### config.mk
export PLATFORM = sky130hd
export DESIGN_NAME = fmap_streamer
export DESIGN_NICKNAME = d
export VERILOG_FILES = /design/src/rtl/fmap_streamer_pkg.sv /design/src/rtl/fmap_skid_buf.sv /design/src/rtl/fmap_streamer.sv
export SDC_FILE = /design/constraint.sdc
export NUM_CORES = 1
export LEC_CHECK = 0
export BUFFER_PORTS_ARGS = -buffer_cell sky130_fd_sc_hd__buf_2
export CAP_MARGIN = 30
export CORE_MARGIN = 5
export CORE_UTILIZATION = 60
export CTS_CLUSTER_SIZE = 28
export DETAILED_ROUTE_END_ITERATION = 16
export PLACE_DENSITY = 0.92
export SYNTH_ARGS = -nofsm -noshare
export SYNTH_HDL_FRONTEND = slang
export SYNTH_SLANG_ARGS = --single-unit
export TNS_END_PERCENT = 5
### constraint.sdc
create_clock -name clk -period 7.5 [get_ports clk]
set_clock_uncertainty 0.1 [all_clocks]
set_input_delay 0 -clock clk [delete_from_list [all_inputs] [get_ports clk]]
set_output_delay 0 -clock clk [all_outputs]
set_load 0.1 [all_outputs]
### src/rtl/fmap_streamer_pkg.sv
// Shared types for the feature-map streamer: FSM states and the per-pixel markers.
// The skid buffer stores each marker group next to the pixel data it belongs to.
package fmap_streamer_pkg;

  localparam int MARKER_W = 4;

  typedef enum logic [1:0] {
    IDLE,
    STREAM,
    DRAIN,
    DONE
  } state_t;

  // Markers travel with their pixel from the read side to the output port.
  typedef struct packed {
    logic sol;
    logic eol;
    logic sof;
    logic eof;
  } marker_t;

  // Derive a pixel's markers from its position in the frame.
  function automatic marker_t make_marker(input logic first_col, input logic last_col,
                                          input logic first_row, input logic last_row);
    marker_t m;
    m.sol = first_col;
    m.eol = last_col;
    m.sof = first_col & first_row;
    m.eof = last_col & last_row;
    return m;
  endfunction

endpackage

### src/rtl/fmap_skid_buf.sv
// Two-entry FIFO of pixel beats (data plus markers) sitting between the RAM
// read port and the output stream. The head entry is visible combinationally.
module fmap_skid_buf
  import fmap_streamer_pkg::*;
#(
  parameter int DATA_W = 8
) (
  input  logic              clk,
  input  logic              reset,
  input  logic              push,
  input  logic              pop,
  input  logic [DATA_W-1:0] in_data,
  input  marker_t           in_mark,
  output logic [DATA_W-1:0] out_data,
  output marker_t           out_mark,
  output logic [1:0]        count
);

  logic [DATA_W-1:0]   data_mem [2];
  logic [MARKER_W-1:0] mark_mem [2];
  logic                wr_ptr;
  logic                rd_ptr;

  // Storage, pointers and occupancy; the streamer's credit logic guarantees no overflow.
  always_ff @(posedge clk or negedge reset) begin
    if (!reset) begin
      data_mem[0] <= '0;
      data_mem[1] <= '0;
      mark_mem[0] <= '0;
      mark_mem[1] <= '0;
      wr_ptr      <= 1'b0;
      rd_ptr      <= 1'b0;
      count       <= 2'd0;
    end else begin
      if (push) begin
        data_mem[wr_ptr] <= in_data;
        mark_mem[wr_ptr] <= in_mark;
      end
      wr_ptr <= wr_ptr ^ push;
      rd_ptr <= rd_ptr ^ pop;
      count  <= count + {1'b0, push} - {1'b0, pop};
    end
  end

  assign out_data = data_mem[rd_ptr];
  assign out_mark = marker_t'(mark_mem[rd_ptr]);

endmodule

### src/rtl/fmap_streamer.sv
// Reads one IMG_W x IMG_H feature map from buffer RAM in raster order and streams
// it out over valid/ready with line/frame markers. A pixel whose read returns
// while the skid buffer is empty is forwarded straight from the RAM data port,
// which hides the one-cycle read latency; otherwise it is queued in the buffer.
module fmap_streamer
  import fmap_streamer_pkg::*;
#(
  parameter int DATA_W = 8,
  parameter int IMG_W  = 28,
  parameter int IMG_H  = 28,
  parameter int ADDR_W = 10
) (
  input  logic              clk,
  input  logic              reset,
  input  logic              start,
  input  logic [ADDR_W-1:0] base_addr,
  output logic              busy,
  output logic              done,
  output logic              mem_rd_en,
  output logic [ADDR_W-1:0] mem_addr,
  input  logic [DATA_W-1:0] mem_rd_data,
  output logic              m_valid,
  input  logic              m_ready,
  output logic [DATA_W-1:0] m_data,
  output logic              m_sol,
  output logic              m_eol,
  output logic              m_sof,
  output logic              m_eof
);

  localparam int N     = IMG_W * IMG_H;
  localparam int IDX_W = $clog2(N);
  localparam int COL_W = $clog2(IMG_W);
  localparam int ROW_W = $clog2(IMG_H);

  state_t            state_reg, state_next;
  logic [ADDR_W-1:0] base_reg;
  logic [IDX_W-1:0]  idx_reg;
  logic [COL_W-1:0]  col_reg;
  logic [ROW_W-1:0]  row_reg;
  logic              inflight_reg;
  marker_t           inflight_mark_reg;

  logic [1:0]        buf_count;
  logic [DATA_W-1:0] buf_data;
  marker_t           buf_mark;
  logic              buf_nonempty, buf_push, buf_pop;
  logic              xfer, rd_issue, last_read;
  logic [2:0]        occ_after;
  marker_t           rd_mark, out_mark;

  // Output side: buffer head has priority, else the read returning this cycle.
  assign buf_nonempty = (buf_count != 2'd0);
  assign m_valid      = buf_nonempty | inflight_reg;
  assign xfer         = m_valid & m_ready;
  assign buf_pop      = xfer & buf_nonempty;
  assign buf_push     = inflight_reg & ~(xfer & ~buf_nonempty);
  assign out_mark     = buf_nonempty ? buf_mark : (inflight_reg ? inflight_mark_reg : '0);
  assign m_data       = buf_nonempty ? buf_data : (inflight_reg ? mem_rd_data : '0);
  assign m_sol        = out_mark.sol;
  assign m_eol        = out_mark.eol;
  assign m_sof        = out_mark.sof;
  assign m_eof        = out_mark.eof;

  // Read side: issue only while pixels held plus in flight, after this cycle's pop, stay below 2.
  assign occ_after = 3'(buf_count) + 3'(inflight_reg) - 3'(xfer);
  assign rd_issue  = (state_reg == STREAM) && (occ_after < 3'd2);
  assign last_read = rd_issue && (idx_reg == IDX_W'(N - 1));
  assign mem_rd_en = rd_issue;
  assign mem_addr  = base_reg + ADDR_W'(idx_reg);
  assign rd_mark   = make_marker(col_reg == '0, col_reg == COL_W'(IMG_W - 1),
                                 row_reg == '0, row_reg == ROW_W'(IMG_H - 1));

  assign busy = (state_reg != IDLE);
  assign done = (state_reg == DONE);

  // State register.
  always_ff @(posedge clk or negedge reset) begin
    if (!reset) state_reg <= IDLE;
    else        state_reg <= state_next;
  end

  // Next-state logic: frame ends on the handshake of the eof-tagged pixel.
  always_comb begin
    state_next = state_reg;
    case (state_reg)
      IDLE:    if (start) state_next = STREAM;
      STREAM:  if (last_read) state_next = DRAIN;
      DRAIN:   if (xfer && out_mark.eof) state_next = DONE;
      DONE:    state_next = IDLE;
      default: state_next = IDLE;
    endcase
  end

  // Raster counters and base address; restarted when a frame is accepted.
  always_ff @(posedge clk or negedge reset) begin
    if (!reset) begin
      base_reg <= '0;
      idx_reg  <= '0;
      col_reg  <= '0;
      row_reg  <= '0;
    end else if (state_reg == IDLE && start) begin
      base_reg <= base_addr;
      idx_reg  <= '0;
      col_reg  <= '0;
      row_reg  <= '0;
    end else if (rd_issue) begin
      idx_reg <= idx_reg + 1'b1;
      if (col_reg == COL_W'(IMG_W - 1)) begin
        col_reg <= '0;
        row_reg <= row_reg + 1'b1;
      end else begin
        col_reg <= col_reg + 1'b1;
      end
    end
  end

  // Track the outstanding RAM read and the markers of the pixel it will return.
  always_ff @(posedge clk or negedge reset) begin
    if (!reset) begin
      inflight_reg      <= 1'b0;
      inflight_mark_reg <= '0;
    end else begin
      inflight_reg      <= rd_issue;
      inflight_mark_reg <= rd_mark;
    end
  end

  fmap_skid_buf #(
    .DATA_W(DATA_W)
  ) u_skid (
    .clk     (clk),
    .reset   (reset),
    .push    (buf_push),
    .pop     (buf_pop),
    .in_data (mem_rd_data),
    .in_mark (inflight_mark_reg),
    .out_data(buf_data),
    .out_mark(buf_mark),
    .count   (buf_count)
  );

endmodule

* Word-level counts from Yosys, hierarchy flattened
Cells that the tools add are included.
** Operators by class
- Bitwise operators :: 13
- Muxes and demuxes :: 28
- $lt $le $gt $ge :: 4
- Reduce and logical (&&, ||, !) cells :: 14
- Equal/unequal tests :: 9
- $add $sub $neg :: 8
** Operators by type and width (number)
- 8-bit two-way mux :: 6
- 5-bit two-way mux :: 6
- 4-bit two-way mux :: 6
- 10-bit two-way mux :: 2
- 16-bit bitwise mux :: 1
- 10-bit by 1-bit adder with 10-bit output (second input constant) :: 1
- 10-bit adder :: 1
- 5-bit by 1-bit adder with 5-bit output (second input constant) :: 2
- 10-bit == test (second input constant) :: 1
- 5-bit == test (second input constant) :: 2
- 5-bit zero test :: 2
- 8-bit bitwise mux :: 1
- 8-bit demux with 1-bit select :: 1
- 2-bit one-hot mux with 4 select lines :: 1
- 2-bit nonzero test :: 4
- 1-bit bitwise AND :: 6
- 2-bit two-way mux :: 3
- 2-bit inequality test (second input constant) :: 3
- 1-bit logical AND :: 5
- 4-bit demux with 1-bit select :: 1
- 2-bit == test (second input constant) :: 2
- 2-bit greater-or-equal comparator (second input constant) :: 2
- 1-bit inverter with 2-bit output :: 2
- 2-bit by 1-bit adder with 3-bit output :: 1
- 12 further kinds :: 14
** Word-level totals
- Output and inout bits :: 26
- Word-level logic and storage cells :: 93
- Input port bits :: 22
- Register bits :: 65

* Longest topological paths before layout
- Depth in word-level cells :: 9
- Gate-level depth with buffers :: 10

* Hierarchy
From an unflattened synthesis, not the netlist that was laid out.
** Unflattened totals
- Cell total of the unflattened synthesis :: 334
- Area, all modules :: 3662.3 um2
** By module, submodules not included
- fmap_streamer :: area each 2391.0 um2, instances 1, seq. area each 925.9 um2, cells an instance 257
- fmap_skid_buf :: area each 1271.2 um2, instances 1, seq. area each 700.7 um2, cells an instance 77

* Least setup slack after synthesis
Ideal clock, no wire load.
- Path type :: flip-flop to flip-flop
- Start :: register inflight_reg
- End :: register col_reg[4]
- Path slack :: 3402 ps
- Data arrival time :: 3866 ps
- Period minus slack after synthesis :: 4098 ps
- Cell stages (with the launch flop) :: 11
- Path buffers :: 1
- Required time :: 7268 ps
- Setup time :: 132 ps
- Path through :: dfrtp_1 or3_1 and3_1 fa_1 xor2_1 or2_2 buf_2 clkinv_1 nand3_1 mux2i_1 nor2_1
** On the way
- Longest elaborated chain between the ends :: 6
- Elaborated cells on any way between the ends :: 7
** RTL lines
- start: declaration :: RTL line fmap_streamer.sv:41 : logic inflight_reg;
- start signal: assignment :: RTL line fmap_streamer.sv:124 : inflight_reg <= rd_issue;
- 1-bit bitwise OR :: RTL line fmap_streamer.sv:54 : assign m_valid = buf_nonempty | inflight_reg;
- net m_valid :: RTL line fmap_streamer.sv:22 : output logic m_valid,
- 1-bit bitwise AND :: RTL line fmap_streamer.sv:55 : assign xfer = m_valid & m_ready;
- 3-bit by 1-bit subtractor with 3-bit output :: RTL line fmap_streamer.sv:66 : assign occ_after = 3'(buf_count) + 3'(inflight_reg) - 3'(xfer);
- 3-bit by 2-bit < comparator with 1-bit output :: RTL line fmap_streamer.sv:67 : assign rd_issue = (state_reg == STREAM) && (occ_after < 3'd2);
- 1-bit logical AND :: RTL line fmap_streamer.sv:67
- net mem_rd_en :: RTL line fmap_streamer.sv:19 : output logic mem_rd_en,
- 2-bit nonzero test (no line)
- end signal: assignment :: RTL line fmap_streamer.sv:113 : col_reg <= col_reg + 1'b1;
- end: declaration :: RTL line fmap_streamer.sv:39 : logic [COL_W-1:0] col_reg;
The timed path passes the listed nets, and every way through them passes these cells.
A chain may end at the register's enable or synchronous reset.

* Final worst setup path
- Start :: register idx_reg[4]
- End :: output port mem_addr[9]
** On the way
- Longest elaborated chain between the ends :: 1
** RTL lines
- start: declaration :: RTL line fmap_streamer.sv:38 : logic [IDX_W-1:0] idx_reg;
- start signal: assignment :: RTL line fmap_streamer.sv:108 : idx_reg <= idx_reg + 1'b1;
- 10-bit adder :: RTL line fmap_streamer.sv:70 : assign mem_addr = base_reg + ADDR_W'(idx_reg);
- end: declaration :: RTL line fmap_streamer.sv:20 : output logic [ADDR_W-1:0] mem_addr,
Every way passes these cells.

==> results.ini <==
[yosys]
ys_ff_latch = 65
yosys.area_share.simple_pct = 12.43
synthesis.area_um2 = 3502
synth_fa_ha_area_share_pct = 9.360
yosys-top-cells-area = dfrtp_1, mux2_2, ha_1
netlist.area_leader.share_pct = 46.45
synth_xor_area_share_pct = 6.752
ys_seq_area_share_pct = 46.45
async_reset_ff_share_pct = 100.0
syn_nets = 368
synth_edf_count = 0
syn_avg_cell_area_um2 = 10.91
ys_types = 43
yosysTopAreaCell = dfrtp_1
synth-compound-area-share_pct = 7.003
ys.flop_type = dfrtp_1
synth_top_family_by_area = multiplexers
syn-instance-count = 321
muxShareOfSynthArea_pct = 14.65
yosys_warnings = 0

[clock_tree]
cts_tree = built
post_cts_resized = 0
clkSinkCount = 65
clkSlewWorstSetupHoldPaths_ns = 0.08
ctsHtreeMaxLevel = 3
ctsHoldBuffers = 19
cts_setup_buffers = 0
clockRootBuffer = clkbuf_8
clkLatencyLatePin_ns = 0.36
cts_buffers = 9
clockBufferDepth = 2

[critical_path]
worstSetupPathType = flop to output pin
reg2reg_depth = 8
reg2reg_slack_ns = 4.12
r2r-start = inflight_reg$_DFF_PN0_
worstPathRequired_ns = 7.40
reg2reg_to = state_reg[1]$_DFFE_PN0P_
arrival_ns = 3.36
end_kind = output pin
cp-start-kind = flop
path_max_fanout = 5

[sta]
whs_ns = 0.02092
rsz0062_at_grt = no
fin_setup_tns_ns = 0
drv_slew = 0
tightest_slew_ns = 0.9932
slew-limit-headroom_pct = 32.07
final.period_utilization_pct = 46.13
min_period_ns = 3.460
setup_viol = 0
hold_viol = 0
fmax_mhz = 289.0

[flow_run]
cap_violations = 0

[placed_design]
dp.final_hpwl_um = 5002
portBuffers = 47
dp.cells = 432
gp_congestion = 0.7580

[route]
ant_nets = 0
vias = 2701
post-route-drc-count = 0
first_pass_iters = 5
vias_per_cell = 5.784
drt_wl_total_um = 7997
drt_iter0_drc = 182
avgRoutedWirePerCell_um = 17.12

[final_layout]
stdcell_count = 467
diodes = 0
nNetsFinal = 437
drive_gt1_share_pct = 26.08
postLayoutCoreUtil_pct = 76.30
largest_reg_flops = 16
areaGrowthSynthToFinish_pct = 21.44

[floorplan]
dieArea_um2 = 7465
start_util_pct = 62.83
placementRows = 27
core_um2 = 5574
die_w_um = 86.40
ios = 48
die_h_um = 86.40

[hold_path]
holdPathEnd = state_reg[0]$_DFFE_PN0P_
hold_path_class = input port to flop
hold_depth = 4
min_from = start

[status]
status = completed

[global_routing]
overflow = 0
track_usage_pct = 23.13
antenna_found_initial = 0
grt_pass1_wl_um = 13560
grt_max_degree = 66
grt_pass1_vias = 2817

-- cell families after synthesis --
family,Yosys count
compound gates,39
xor+xnor,27
fa+ha+maj,25
buf+inv,31
flops,65
mux,47
simple gates,87
-- cell type report --
class                      instances  area, um2
timing repair buffer              69      447.9
clock buffer                      10      137.6
tap                               72      90.09
inverter                          20      75.07
clock inverter                     6      115.1
sequential                        65       1627
multi-input combinational        225       1760
fill                             334       1321
-- placed cells by master, fill, tap and decap left out, types with 2 or more instances in the layout --
cell type and instances:
nor3_1 4, nand3_1 15, clkbuf_8 10, buf_4 3, nor2_1 27, nand2_1 15, inv_1 19, mux2i_1 13
ha_1 23, clkinv_4 2, nand4b_1 2, o21ai_0 14, xor2_1 12, mux2_2 33, a21oi_1 11, a21o_1 3
fa_1 2, xnor2_1 15, bufinv_16 3, nor2b_1 3, nand4_1 5, dlygate4sd3_1 19, dfrtp_1 65, nand3b_1 2
and3_1 5, a211oi_1 2, buf_2 47
-- worst max-delay path: stages, from the launching register on --
cell and delay, ns:
dfrtp_1 0.46, ha_1 0.37, and3_1 0.20, a2111oi_0 0.89, o21ai_0 0.26, a21oi_1 0.24, xnor2_1 0.14, buf_2 0.45
-- stage by stage --
stage	instance area, um2	worst slack, ns
2_1_floorplan	3502	3.402
3_3_place_gp	3810	4.278
3_5_place_dp	3810	4.161
4_1_cts	4253	4.069
5_1_grt	4253	3.763
6_report	4253	4.040
-- worst max path at each step --
stage / start / end / slack [ns]
2_1_floorplan: inflight_reg$_DFF_PN0_ / col_reg[4]$_DFFE_PN0P_ / 3.40
3_3_place_gp: inflight_reg$_DFF_PN0_ / state_reg[1]$_DFFE_PN0P_ / 4.28
3_5_place_dp: inflight_reg$_DFF_PN0_ / state_reg[1]$_DFFE_PN0P_ / 4.16
4_1_cts: idx_reg[4]$_DFFE_PN0P_ / mem_addr[9] / 4.07
5_1_grt: idx_reg[4]$_DFFE_PN0P_ / mem_addr[9] / 3.76
6_report: idx_reg[4]$_DFFE_PN0P_ / mem_addr[9] / 4.04
-- synthesized netlist by cell type (5+ instances only) --
cell and number:
a21oi_1 11, and3_1 5, clkbuf_1 7, dfrtp_1 65, ha_1 23, inv_1 19
mux2_2 33, mux2i_1 13, nand2_1 15, nand3_1 15, nand4_1 5, nor2_1 28
o21ai_0 14, xnor2_1 15, xor2_1 12
-- per-layer routing --
layer  vias to the layer above  track usage [%]  share of wire (%)
met4                         0            10.91                2.3
met3                        21            3.612                5.7
li1                       1252                -                  -
met2                        94            39.29                 51
met1                      1334            28.85                 40
met5                         -                0                  0
Power is not shown: default switching activity piles up to over one toggle a cycle in this logic, so the estimate is an artifact.
